===== src/rtl/gate_check_pkg.sv =====
// Shared definitions for gate_vector_checker.
// Contents:
//   state_t      - checker FSM states
//   NUM_VECTORS  - number of input combinations applied per run
//   NIB_*        - bit positions of each gate output in the observed nibble
//   EXP_TABLE    - ideal {Nand,And,Or,Nor} nibble per vector index {Up,Bottom}
package gate_check_pkg;

    typedef enum logic [2:0] {
        ST_IDLE,
        ST_DRIVE,
        ST_SETTLE,
        ST_CHECK,
        ST_DONE
    } state_t;

    localparam int NUM_VECTORS = 4;
    localparam int IDX_W       = 2;
    localparam int NIB_W       = 4;
    localparam int ERR_W       = 3;
    localparam int TMR_W       = 4;

    // Nibble bit order, MSB first: {Nand, And, Or, Nor}
    localparam int NIB_NAND = 3;
    localparam int NIB_AND  = 2;
    localparam int NIB_OR   = 1;
    localparam int NIB_NOR  = 0;

    // Entry [i] is the ideal nibble when {Up,Bottom} == i.
    localparam logic [NUM_VECTORS-1:0][NIB_W-1:0] EXP_TABLE = {
        4'b0110,    // 11
        4'b1010,    // 10
        4'b1010,    // 01
        4'b1001     // 00
    };

    function automatic logic [NIB_W-1:0] expected_nibble(input logic [IDX_W-1:0] idx);
        return EXP_TABLE[idx];
    endfunction

endpackage


===== src/rtl/settle_timer.sv =====
// Loadable down-counter that times the settle window after a vector is driven.
// Ports:
//   clk     - clock, rising edge
//   reset   - asynchronous active-high clear
//   load    - load counter with value (takes priority over counting)
//   value   - count to load
//   expired - high while the counter holds 1, i.e. on the last settle cycle
module settle_timer
    import gate_check_pkg::*;
(
    input  logic             clk,
    input  logic             reset,
    input  logic             load,
    input  logic [TMR_W-1:0] value,
    output logic             expired
);

    logic [TMR_W-1:0] r_count;

    // Free-runs down to zero and parks there; the FSM only looks at
    // expired while it is in SETTLE.
    always_ff @(posedge clk or posedge reset) begin
        if (reset) begin
            r_count <= '0;
        end else if (load) begin
            r_count <= value;
        end else if (r_count != '0) begin
            r_count <= r_count - 1'b1;
        end
    end

    assign expired = (r_count == TMR_W'(1));

endmodule


===== config.mk =====
export PLATFORM = sky130hd
export DESIGN_NAME = settle_timer
export DESIGN_NICKNAME = d
export VERILOG_FILES = /design/src/rtl/gate_check_pkg.sv /design/src/rtl/settle_timer.sv
export SDC_FILE = /design/constraint.sdc
export NUM_CORES = 1
export LEC_CHECK = 0
export CORE_AREA = 2 2 39 41
export DETAILED_ROUTE_END_ITERATION = 10
export DIE_AREA = 0 0 41 43
export GPL_ROUTABILITY_DRIVEN = 0
export PLACE_DENSITY_LB_ADDON = 0.1
export SETUP_SLACK_MARGIN = 0.02
export SYNTH_ARGS = -nofsm -noshare
export SYNTH_HDL_FRONTEND = slang
export SYNTH_SLANG_ARGS = --single-unit

===== constraint.sdc =====
create_clock -name clk -period 1.55 [get_ports clk]
set_input_delay 0.2325 -clock clk [delete_from_list [all_inputs] [get_ports clk]]
set_output_delay 0.2325 -clock clk [all_outputs]
set_load 0.05 [all_outputs]

Word level (Yosys, flattened, before mapping)
Cells that the tools add are included.

word-level totals
  bits in registers = 4
  input port bits = 7
  output and inout bits = 1
  logic and storage cells = 7

operators by class
  add/subtract/negate cells = 1
  eq/ne operators = 1
  muxes and demuxes = 2
  reduce and logical (&&, ||, !) cells = 2

operator list
  kind                   count
  $mux W4                2
  $eq A4 B1 Y1 const B   1
  $reduce_bool A4 Y1     1
  $sub A4 B1 Y4 const B  1
  $reduce_bool A2 Y1     1

Depth between registers and ports, before layout
  word-level depth = 3
  mapped depth = 5

Worst setup path after synthesis
No wires, ideal clock.

  path kind = flip-flop to output port
  start = register r_count[1]
  end = output port expired
  data arrival time = 1.755 ns
  required time = 1.317 ns
  path slack = -0.438 ns
  cell stages (with the launch flop) = 4
  path buffers = 0
  cell sequence = dfrtp_1 -> inv_1 -> ha_1 -> nor3b_1

on the way
  word-level cells in the longest chain between the ends = 1

ends and longest elaborated chain
  element                 line                RTL
  start, declared         settle_timer.sv:18  logic [TMR_W-1:0] r_count;
  start signal, assigned  settle_timer.sv:26  r_count <= value;
  start signal, assigned  settle_timer.sv:28  r_count <= r_count - 1'b1;
  $eq A4 B1 Y1            settle_timer.sv:32  assign expired = (r_count == TMR_W'(1));
  end, declared           settle_timer.sv:15  output logic expired

Every way passes these cells.

Worst setup path after layout
Same ends and word-level chain as after synthesis.

==> impl_results.md <==
- Number of max-cap violations: 0
- Pleak: ~0.17 nW
- Die X: 41 µm
- Power per cell area: about 1200 nW/µm²
- First-pass GRT wire length: 834 µm
- IO Pins: 8
- Starting Density: about a fifth
- Sequential element share of the synthesized area: about 38%
- Layout net count: 47
- Wirelength, routed: 457 µm
- Startpoint type of the worst setup path: register
- Number of synthesized register bits: 4
- Pins over their slew limit: 0
- Hold Vio Cnt, Final: 0
- Initial antenna violation count: 0
- Measured slew at the worst slew-check pin: 292.4 ps
- Layout cell share with drive strength beyond 1: between 20% and 30%
- Clock sinks: 4
- Post-Syn Area: 266.5 µm²
- Core Util, Final: 28.66%
- Drt initial violations: 0
- Yosys warnings: 0
- P_sw: 0.1550 mW
- Combinational power share: 37.7%
- Unrepaired setup endpoints after global routing: false
- Total CTS buffers: 3
- Largest net degree at the start of global routing: 9
- Area Growth Syn to Fin: 48.83%
- Port buffer count: 7
- Pwr Total: 0.4706 mW
- Worst Path Required: 1320 ps
- Synth area leaders: dfrtp_1 (38%), ha_1 (14%), xnor2_1 (9.9%)
- Hold slack: 187.6 ps
- Final cell count without fillers: 51
- Worst setup EP type: output port
- Clock latency at the later pin of the worst-skew pair: 230 ps
- Post-CTS setup repair buffer count: 0
- Switching share of power: between 30 and 40%
- Clk slew on worst S/H paths: around 40 ps
- Share of the synthesized area in the top cell type: between 30 and 40%
- Unique masters post-synth: 14
- Grt ovf: 0
- Hold buffer count at cts: 0
- Synthesized area per cell: 10.25 µm²
- Top reg by flops: r_count
- Final min period: 1455 ps
- DR vias/cell: 4.137
- Row count: 14
- Post-synthesis mux area share: 0%
- Cell Int Power: about 0.32 mW
- Synth Area in Compound Gates: 12.68%
- Fillers: 147
- Critical path origin: r_count[1]
- Area share of xor/xnor cells in the synthesized design: 9.859%
- Clock power frac: between 20% and 30%
- Share of synthesized registers carrying an async set or reset: 100.0%
- Post-synth EDFFs: 0
- DR WL/cell: 8.961 µm
- Cell taking the most area after synthesis: dfrtp_1
- Design area: 396.6 µm²
- Clk root buf: clkbuf_4
- Die extent in y: approximately 43 µm
- Dpl cell area: 367.9 µm²
- Vias in the first global route: between 200 and 250
- Die ar.: 1763 µm²
- Final TNS setup: 0 ps
- Htree depth: 1
- Inst Count DP: 48
- Clock Path Buffers: 2
- Worst VDD drop: between 0.3 and 0.4 mV
- GRT Util Overall: 7.265%
- Period Utilization, post-route: 93.90%
- Largest family of logic cells by synthesized area: simple AND/OR/NAND/NOR gates
- Placement Setup Slack: 174.2 ps
- Post-DP HPWL: 403.1 µm
- Largest registers: r_count: 4 flops
- Status: finished, final reports clean
- Vias: 211
- Register share of total power: 36.2%
- Synth Area in Adders: 14.08%
- Worst min path class: input pin to async pin
- Peak Freq: 687.1 MHz
- Syn Inst Count: 26
- Slew HR: 80.51%
- Crit-path max FO: 4
- WS Path Type: register to output port
- Max reg flops: 4
- Top_reg_cell synth: dfrtp_1
- Worst EP arrival: 1220 ps
- Final setup fails: 0
- First drt pass iteration count: 1
- CTS tree: done
- Most numerous cell in the Yosys netlist: dfrtp_1
- DRC viols: 0
- Fraction of the mapped netlist area in simple logic gates: 20.19%
- Synth top cells by count: dfrtp_1 (4), ha_1 (3), inv_1 (3), nand2_1 (3), xnor2_1 (3)
- Routed Antenna Nets: 0
- R2r startpoint: r_count[0]
- PnR worst setup slack: 94.51 ps
- Placeable Area: 1384 µm²
- Net Count, Synth: 36
- Worst clock skew: 4.142 ps
- Inserted Diodes: 0
## worst max-delay path, cell delays in order, from the launching register on
cell,delay (ps)
dfrtp_1,390
inv_2,90
ha_1,140
nor3b_4,210
buf_12,160
## cell usage in the layout, fill, tap and decap left out, types with 2 or more instances in the layout
cell             netlist  routed
clkbuf_4               0       3
nand2_1                3       3
inv_1                  3       2
o31ai_1                2       2
nor3b_4                1       2
dfrtp_1                4       4
clkdlybuf4s50_1        0       6
ha_1                   3       3
xnor2_1                3       3
## cell type report
class | count | area (µm²) | area share, %
multi-input combinational | 18 | 162.7 | 41.01
clock buffer | 3 | 22.52 | 5.678
timing repair buffer | 7 | 80.08 | 20.19
sequential | 4 | 100.1 | 25.24
inverter | 3 | 11.26 | 2.839
tap | 16 | 20.02 | 5.047
## metal layers
| metal | up-vias | global-route usage (%) | wire [µm] |
|---|---|---|---|
| li1 | 105 | - | - |
| met1 | 98 | 8.170 | 181 |
| met2 | 8 | 10.63 | 249 |
| met3 | 0 | 3.665 | 26 |
| met4 | 0 | 4.000 | 0 |
| met5 | - | 0 | 0 |
## cells by family after synthesis
family          count (synthesis)
flops                           4
buf+inv                         4
xor+xnor                        3
compound gates                  5
simple gates                    7
fa+ha+maj                       3
## power by group through the flow
stage | Sequential, mW | Clock, mW | Combinational, mW
2_1_floorplan | 0.160 | 0 | 0.124
3_3_place_gp | 0.170 | 0 | 0.177
3_5_place_dp | 0.168 | 0 | 0.175
4_1_cts | 0.171 | 0.127 | 0.181
5_1_grt | 0.174 | 0.135 | 0.202
6_report | 0.171 | 0.123 | 0.178
## final timing paths
check | to | cells past startpoint | slack [ps]
worst max-delay path | expired | 4 | 90
max in group asynchronous | r_count[2] | 2 | 1220
worst min-delay path | r_count[1] | 2 | 190
worst min register to register | r_count[3] | 3 | 670
min in group clk | r_count[0] | 3 | 570
worst max register to register | r_count[1] | 5 | 200
## what timing repair did
action	CTS	global route
endpoints found under the hold margin	0	0
resized for setup	1	1
setup endpoints to repair	1	1
(Power assumes the default switching activity.)
